<file path="src/rtl/uart_irq_ctrl_if.sv">
// uart_irq_ctrl_if -- signal bundle between a UART register block and its
// interrupt controller.
//
// Signals (direction as seen by the controller, i.e. the slave modport):
//   enable16      in   16x baud-rate strobe (one cycle wide)
//   char_bits     in   frame length in bit periods, legal 7..12
//   ier           in   enables: [0] RDA/TO, [1] THRE, [2] RLS, [3] MS
//   rx_level_hit  in   level, RX FIFO at/above trigger level
//   rx_count_nz   in   level, RX FIFO non-empty
//   rx_push       in   pulse, byte written into RX FIFO
//   rx_pop        in   pulse, byte read from RX FIFO
//   line_err      in   pulse, overrun/parity/framing/break seen
//   lsr_read      in   pulse, line status register read
//   msr_read      in   pulse, modem status register read
//   iir_read      in   pulse, interrupt identification register read
//   thr_write     in   pulse, transmit holding register written
//   thr_empty     in   level, transmit holding register/FIFO empty
//   msr_change    in   pulse, modem status delta
//   IRQ           out  registered interrupt request, active high
//   iir           out  registered interrupt identification code
//
// The master modport is the register-block side that drives the events and
// observes the interrupt outputs.

interface uart_irq_ctrl_if;
  logic       enable16;
  logic [3:0] char_bits;
  logic [3:0] ier;
  logic       rx_level_hit;
  logic       rx_count_nz;
  logic       rx_push;
  logic       rx_pop;
  logic       line_err;
  logic       lsr_read;
  logic       msr_read;
  logic       iir_read;
  logic       thr_write;
  logic       thr_empty;
  logic       msr_change;
  logic       IRQ;
  logic [3:0] iir;

  modport master (
    output enable16,
    output char_bits,
    output ier,
    output rx_level_hit,
    output rx_count_nz,
    output rx_push,
    output rx_pop,
    output line_err,
    output lsr_read,
    output msr_read,
    output iir_read,
    output thr_write,
    output thr_empty,
    output msr_change,
    input  IRQ,
    input  iir
  );

  modport slave (
    input  enable16,
    input  char_bits,
    input  ier,
    input  rx_level_hit,
    input  rx_count_nz,
    input  rx_push,
    input  rx_pop,
    input  line_err,
    input  lsr_read,
    input  msr_read,
    input  iir_read,
    input  thr_write,
    input  thr_empty,
    input  msr_change,
    output IRQ,
    output iir
  );
endinterface

</file>
<file path="src/rtl/uart_irq_ctrl.sv">
// uart_irq_ctrl -- 16550-style UART interrupt controller.
//
// Tracks the pending state of the receive-line-status, modem-status and
// transmit-holding-empty sources, takes received-data-available as a level,
// optionally runs a character timeout counter, and registers the highest
// priority enabled source as an IIR code plus an IRQ line.
//
// Ports:
//   CLK    in   sole clock, everything on the rising edge
//   RESET  in   synchronous active-high reset
//   bus    slave modport of uart_irq_ctrl_if (event inputs, IRQ/iir outputs)
//
// Configuration:
//   UART_IRQ_TIMEOUT_EN  defined   -> 10-bit character timeout counter and
//                                     the TO source (IIR 1100) are built.
//                        undefined -> no counter, TO never reported;
//                                     enable16/char_bits/rx_push/rx_pop/
//                                     rx_count_nz are ignored.
//
// Timing: pending flags and the IIR register update on the same edge; the
// priority encoder looks at next-state pending values, so an event sampled
// on edge N is visible on iir/IRQ right after edge N.

module uart_irq_ctrl (
  input logic            CLK,
  input logic            RESET,
  uart_irq_ctrl_if.slave bus
);

  localparam logic [3:0] IirRls  = 4'b0110;
  localparam logic [3:0] IirRda  = 4'b0100;
  localparam logic [3:0] IirTo   = 4'b1100;
  localparam logic [3:0] IirThre = 4'b0010;
  localparam logic [3:0] IirMs   = 4'b0000;
  localparam logic [3:0] IirNone = 4'b0001;

  logic       rls_pend_q, rls_pend_d;
  logic       ms_pend_q, ms_pend_d;
  logic       thre_pend_q, thre_pend_d;
  logic       thr_empty_q;
  logic [3:0] ier_q;
  logic [3:0] iir_q, iir_d;
  logic       irq_q;

  logic       rda_src;
  logic       to_pend_d;
  logic       thre_set;
  logic       thre_clr;

  // ---------------------------------------------------------------------------
  // Latched sources: set has priority over clear within a cycle.
  // ---------------------------------------------------------------------------
  always_comb begin
    rls_pend_d = rls_pend_q;
    if (bus.lsr_read) begin
      rls_pend_d = 1'b0;
    end
    if (bus.line_err) begin
      rls_pend_d = 1'b1;
    end
  end

  always_comb begin
    ms_pend_d = ms_pend_q;
    if (bus.msr_read) begin
      ms_pend_d = 1'b0;
    end
    if (bus.msr_change) begin
      ms_pend_d = 1'b1;
    end
  end

  // THRE arms on a fresh empty edge, or when software enables THRE while the
  // holder is already empty. Reading IIR only acknowledges it if THRE is what
  // IIR is showing right now.
  always_comb begin
    thre_set = (bus.thr_empty && !thr_empty_q) ||
               (bus.ier[1] && !ier_q[1] && bus.thr_empty);
    thre_clr = bus.thr_write || (bus.iir_read && (iir_q == IirThre));
    thre_pend_d = thre_pend_q;
    if (thre_clr) begin
      thre_pend_d = 1'b0;
    end
    if (thre_set) begin
      thre_pend_d = 1'b1;
    end
  end

  // Received data available is a pure level from the FIFO.
  assign rda_src = bus.rx_level_hit;

  // ---------------------------------------------------------------------------
  // Character timeout
  // ---------------------------------------------------------------------------
`ifdef UART_IRQ_TIMEOUT_EN
  logic [9:0] to_cnt_q, to_cnt_d;
  logic [3:0] eff_bits;
  logic [9:0] to_limit;

  // Out-of-range frame lengths fall back to the longest legal frame.
  always_comb begin
    if ((bus.char_bits >= 4'd7) && (bus.char_bits <= 4'd12)) begin
      eff_bits = bus.char_bits;
    end else begin
      eff_bits = 4'd12;
    end
  end

  // 64 * char_bits: four character times at 16 ticks per bit.
  assign to_limit = {eff_bits, 6'b00_0000};

  always_comb begin
    to_cnt_d = to_cnt_q;
    if (bus.rx_push || bus.rx_pop || !bus.rx_count_nz) begin
      to_cnt_d = '0;
    end else if (bus.enable16 && (to_cnt_q < to_limit)) begin
      to_cnt_d = to_cnt_q + 10'd1;
    end
  end

  assign to_pend_d = bus.rx_count_nz && (to_cnt_d == to_limit);

  always_ff @(posedge CLK) begin
    if (RESET) begin
      to_cnt_q <= '0;
    end else begin
      to_cnt_q <= to_cnt_d;
    end
  end
`else
  logic unused_timeout_inputs;
  assign unused_timeout_inputs = ^{bus.enable16, bus.char_bits, bus.rx_push,
                                   bus.rx_pop, bus.rx_count_nz};
  assign to_pend_d = 1'b0;
`endif

  // ---------------------------------------------------------------------------
  // Priority encoder, gated by the live ier so masking takes effect at once.
  // ---------------------------------------------------------------------------
  always_comb begin
    iir_d = IirNone;
    if (bus.ier[2] && rls_pend_d) begin
      iir_d = IirRls;
    end else if (bus.ier[0] && rda_src) begin
      iir_d = IirRda;
    end else if (bus.ier[0] && to_pend_d) begin
      iir_d = IirTo;
    end else if (bus.ier[1] && thre_pend_d) begin
      iir_d = IirThre;
    end else if (bus.ier[3] && ms_pend_d) begin
      iir_d = IirMs;
    end
  end

  // ---------------------------------------------------------------------------
  // State registers
  // ---------------------------------------------------------------------------
  always_ff @(posedge CLK) begin
    if (RESET) begin
      rls_pend_q  <= 1'b0;
      ms_pend_q   <= 1'b0;
      thre_pend_q <= 1'b0;
      thr_empty_q <= 1'b0;
      ier_q       <= 4'b0000;
      iir_q       <= IirNone;
      irq_q       <= 1'b0;
    end else begin
      rls_pend_q  <= rls_pend_d;
      ms_pend_q   <= ms_pend_d;
      thre_pend_q <= thre_pend_d;
      thr_empty_q <= bus.thr_empty;
      ier_q       <= bus.ier;
      iir_q       <= iir_d;
      irq_q       <= (iir_d != IirNone);
    end
  end

  assign bus.iir = iir_q;
  assign bus.IRQ = irq_q;

endmodule

</file>
<file path="src/flat_wrapper.sv">
// flat-port wrapper written by rule: the top's interface ports become plain ports
module uart_irq_ctrl_flat 
  (CLK, RESET, bus_enable16, bus_char_bits, bus_ier, bus_rx_level_hit, bus_rx_count_nz, bus_rx_push, bus_rx_pop, bus_line_err, bus_lsr_read, bus_msr_read, bus_iir_read, bus_thr_write, bus_thr_empty, bus_msr_change, bus_IRQ, bus_iir);
  uart_irq_ctrl_if bus_i ();
  input logic CLK;
  input logic RESET;
  input wire logic [$bits(bus_i.enable16)-1:0] bus_enable16;
  input wire logic [$bits(bus_i.char_bits)-1:0] bus_char_bits;
  input wire logic [$bits(bus_i.ier)-1:0] bus_ier;
  input wire logic [$bits(bus_i.rx_level_hit)-1:0] bus_rx_level_hit;
  input wire logic [$bits(bus_i.rx_count_nz)-1:0] bus_rx_count_nz;
  input wire logic [$bits(bus_i.rx_push)-1:0] bus_rx_push;
  input wire logic [$bits(bus_i.rx_pop)-1:0] bus_rx_pop;
  input wire logic [$bits(bus_i.line_err)-1:0] bus_line_err;
  input wire logic [$bits(bus_i.lsr_read)-1:0] bus_lsr_read;
  input wire logic [$bits(bus_i.msr_read)-1:0] bus_msr_read;
  input wire logic [$bits(bus_i.iir_read)-1:0] bus_iir_read;
  input wire logic [$bits(bus_i.thr_write)-1:0] bus_thr_write;
  input wire logic [$bits(bus_i.thr_empty)-1:0] bus_thr_empty;
  input wire logic [$bits(bus_i.msr_change)-1:0] bus_msr_change;
  output wire logic [$bits(bus_i.IRQ)-1:0] bus_IRQ;
  output wire logic [$bits(bus_i.iir)-1:0] bus_iir;
  assign bus_i.enable16 = bus_enable16;
  assign bus_i.char_bits = bus_char_bits;
  assign bus_i.ier = bus_ier;
  assign bus_i.rx_level_hit = bus_rx_level_hit;
  assign bus_i.rx_count_nz = bus_rx_count_nz;
  assign bus_i.rx_push = bus_rx_push;
  assign bus_i.rx_pop = bus_rx_pop;
  assign bus_i.line_err = bus_line_err;
  assign bus_i.lsr_read = bus_lsr_read;
  assign bus_i.msr_read = bus_msr_read;
  assign bus_i.iir_read = bus_iir_read;
  assign bus_i.thr_write = bus_thr_write;
  assign bus_i.thr_empty = bus_thr_empty;
  assign bus_i.msr_change = bus_msr_change;
  assign bus_IRQ = bus_i.IRQ;
  assign bus_iir = bus_i.iir;
  uart_irq_ctrl u_core (.CLK(CLK), .RESET(RESET), .bus(bus_i));
endmodule
</file>
<file path="config.mk">
export PLATFORM = sky130hd
export DESIGN_NAME = uart_irq_ctrl_flat
export DESIGN_NICKNAME = d
export VERILOG_FILES = /design/src/rtl/uart_irq_ctrl_if.sv /design/src/rtl/uart_irq_ctrl.sv /design/src/flat_wrapper.sv
export SDC_FILE = /design/constraint.sdc
export NUM_CORES = 1
export LEC_CHECK = 0
export CAP_MARGIN = 20
export CORE_AREA = 2 2 39 41
export CTS_CLUSTER_DIAMETER = 120
export DETAILED_ROUTE_END_ITERATION = 6
export DIE_AREA = 0 0 41 43
export GPL_ROUTABILITY_DRIVEN = 0
export PLACE_DENSITY = 0.67
export SLEW_MARGIN = 40
export SYNTH_ARGS = -nofsm -noshare
export SYNTH_HDL_FRONTEND = slang
export SYNTH_SLANG_ARGS = --single-unit
</file>
<file path="constraint.sdc">
create_clock -name CLK -period 1.1 [get_ports CLK]
set_input_delay 0.165 -clock CLK [delete_from_list [all_inputs] [get_ports CLK]]
set_output_delay 0.165 -clock CLK [all_outputs]
set_load 0.005 [all_outputs]
</file>
==> results.py <==
metrics = {
    "pwr": {
        "p_leak_nw": 0.259,
        "ir_drop_mv": 0.561,
        "p_per_area_mw_per_mm2": 1290,
    },
    "clock_network": {
        "htree_levels": 1,
        "cts_made_buffers": 3,
        "path_clk_slew_ps": 60,
        "clockRootBuffer": "clkbuf_4",
        "cts_sinks": 9,
        "clk_path_buf_depth": 2,
        "clock_latency_ps": 250,
        "cts_tree": "yes",
    },
    "synthesis": {
        "synth.most_common_cell": "dfxtp_1",
        "synth_top_cell_by_area": "dfxtp_1",
        "synthCells": 34,
        "synth_ff_type": "dfxtp_1",
        "synth_area_leaders": "dfxtp_1 55%, inv_1 5.7%, a21oi_1 4.5%",
        "yosysSeqAreaShare_pct": 54.5,
        "syn_area_sq_um": 330,
        "synth_common_cells": "9 x dfxtp_1, 5 x inv_1, 3 x a21oi_1, 3 x nor2_1, 2 x nor2b_1",
        "synth.distinct_cells": 17,
        "synth_edf_count": 0,
        "avgSynthCellArea_sq_um": 9.72,
        "synth_seq_cells": 9,
        "synthesis.nets": 56,
        "synth_top_area_share_pct": 54.5,
        "yosysWarnings": 0,
        "synthArstFlopShare_pct": 0,
    },
    "grt": {
        "grt_pass1_wl_microns": 1170,
        "grt_usage_pct": 9.98,
        "antenna_found_initial": 0,
        "grt-ovfl-total": 0,
        "grt_start_max_net_pins": 6,
        "grt_pass1_vias": 303,
    },
    "final_layout": {
        "stdcell_count": 74,
        "drive_gt1_share_pct": 15.5,
        "antenna_cells": 0,
        "nFillCells": 153,
        "fin_util_pct": 40.9,
        "nets": 81,
        "finalInstanceArea_sq_um": 566,
        "seq_area_sq_um": 181,
        "multi_input_area_sq_um": 124,
        "areaGrowthSynthToFinish_pct": 71.2,
    },
    "sta": {
        "fmax_ghz": 0.922,
        "rsz0062_at_grt": "true",
        "fin_ws_ps": 15.2,
        "hold_viol": 0,
        "period_share_pct": 98.6,
        "slew_viol_final": 0,
        "min_period_ps": 1080,
        "skew_ps": 4.74,
        "setup_viol": 0,
    },
    "place": {
        "hpwlAfterDp_microns": 530,
        "placedCellCount": 70,
        "io_buffers": 17,
        "placed_area_sq_um": 543,
        "place_ws_ps": -255,
    },
    "routing": {
        "drt-pass1-iter-count": 2,
        "ant_nets": 0,
        "route.detailed.drc": 0,
        "drtIter0Drc": 3,
        "num_vias": 318,
        "routed_via_density": 4.30,
        "wl_per_cell_microns": 8.89,
        "drt_wl_total_microns": 658,
    },
    "floorplan": {
        "die_h_microns": 43,
        "start_util_pct": 23.9,
        "core-area_sq_mm": 0.00138,
        "die_area_sq_mm": 0.00176,
        "std_cell_rows": 14,
        "die_w_microns": 41,
        "ios": 27,
    },
    "critical_path": {
        "crit_type": "flop to flop",
        "cp.required_ps": 1240,
        "crit_arrival_ps": 1230,
        "r2r-end": "u_core.bus.iir[1]$_SDFF_PP0_",
        "reg2regPathDepth": 3,
        "r2r-start": "u_core.bus.iir[2]$_SDFF_PP0_",
        "crit_path_max_fanout": 4,
        "rrSetupSlack_ps": 20,
        "startpoint": "u_core.bus.iir[2]$_SDFF_PP0_",
        "crit_path_end_kind": "flop",
        "cp-endpoint": "u_core.bus.iir[1]$_SDFF_PP0_",
        "worst_setup_path_start_kind": "flop",
    },
    "worst_hold_path": {
        "hold_start": "u_core.ms_pend_q$_SDFF_PP0_",
        "hp-class": "flop to flop",
    },
    "run_status": {
        "outcome": "complete, no violations",
    },
    "run": {
        "drv_cap": 0,
    },
}
registers in the layout, summed over array words and instances, names as in the netlist:
register and flops:
u_core.ms_pend_q 1, u_core.ier_q 1, u_core.thr_empty_q 1, u_core.bus.iir 3
u_core.bus.IRQ 1, u_core.thre_pend_q 1, u_core.rls_pend_q 1
placed cells by master (no fill, tap or decap), drive strengths merged, types with 2 or more instances in the layout:
| master | synthesis | layout |
|---|---|---|
| clkdlybuf4s50 | 0 | 13 |
| dfxtp | 9 | 9 |
| inv | 5 | 5 |
| dlygate4sd2 | 0 | 4 |
| buf | 1 | 4 |
| clkbuf | 0 | 4 |
| a21oi | 3 | 3 |
| nor2 | 3 | 3 |
| nor2b | 2 | 2 |
| a32o | 2 | 2 |
worst max-delay path, cell delays in order (launching register included):
cell       delay [ps]
dfxtp_1           300
nand4bb_1         180
a32o_2            280
a32o_1            220
worst min-delay path by stage:
| stage | slack [ps] | end | cells past startpoint |
|---|---|---|---|
| 6_report | 490 | u_core.ms_pend_q$_SDFF_PP0_ | 2 |
| 3_5_place_dp | 480 | u_core.ms_pend_q$_SDFF_PP0_ | 2 |
| 2_1_floorplan | 230 | u_core.bus.iir[2]$_SDFF_PP0_ | 1 |
| 4_1_cts | 500 | u_core.ms_pend_q$_SDFF_PP0_ | 2 |
| 3_3_place_gp | 470 | u_core.ms_pend_q$_SDFF_PP0_ | 2 |
| 5_1_grt | 500 | u_core.thr_empty_q$_SDFF_PP0_ | 2 |
cells by family (layout without fill, tap and decap cells):
kind of cell	after synthesis	after routing	synth area share, %
AOI/OAI and AO/OA	10	10	23.1
DFF	9	9	54.5
and+or+nand+nor	8	8	13.3
buffers and inverters	6	30	7.96
other	1	1	1.14
report_power, final:
part / internal (mW) / leakage [nW] / total [mW] / switching (mW)
clock network: 0.139 / 0.0150 / 0.244 / 0.105
logic: 0.0863 / 0.169 / 0.127 / 0.0411
registers: 0.352 / 0.0751 / 0.359 / 0.00794
total: 0.577 / 0.259 / 0.731 / 0.154
routing by layer:
| metal | wire [microns] | global-route usage (%) |
|---|---|---|
| met1 | 294 | 11.7 |
| met2 | 285 | 14.1 |
| met3 | 79 | 6.28 |
| met4 | 0 | 4.00 |
| met5 | 0 | 0 |
area by class of cell:
cell class | count | share of cell area [%]
inverter | 5 | 3.32
clock buffer | 4 | 4.65
multi-input combinational | 19 | 21.9
timing repair buffer | 21 | 34.5
sequential | 9 | 32.1
tap | 16 | 3.54
through the flow:
step                      hold slack [ps]  setup TNS (ps)  total power, mW
final                                 487               0            0.731
after global routing                  505           -21.1            0.781
after CTS                             495               0            0.743
after detailed placement              481            -818            0.504
after global placement                466            -756            0.503
after floorplan                       234               0            0.410
timing repair:
| action | in CTS | in global routing |
|---|---|---|
| gates resized for setup | 4 | 1 |
| buffers inserted | 0 | 0 |
| pin swaps | 1 | 0 |
| hold buffers | 0 | 0 |
| endpoints found under the setup margin | 5 | 1 |
Power figures use the tool's default switching activity.
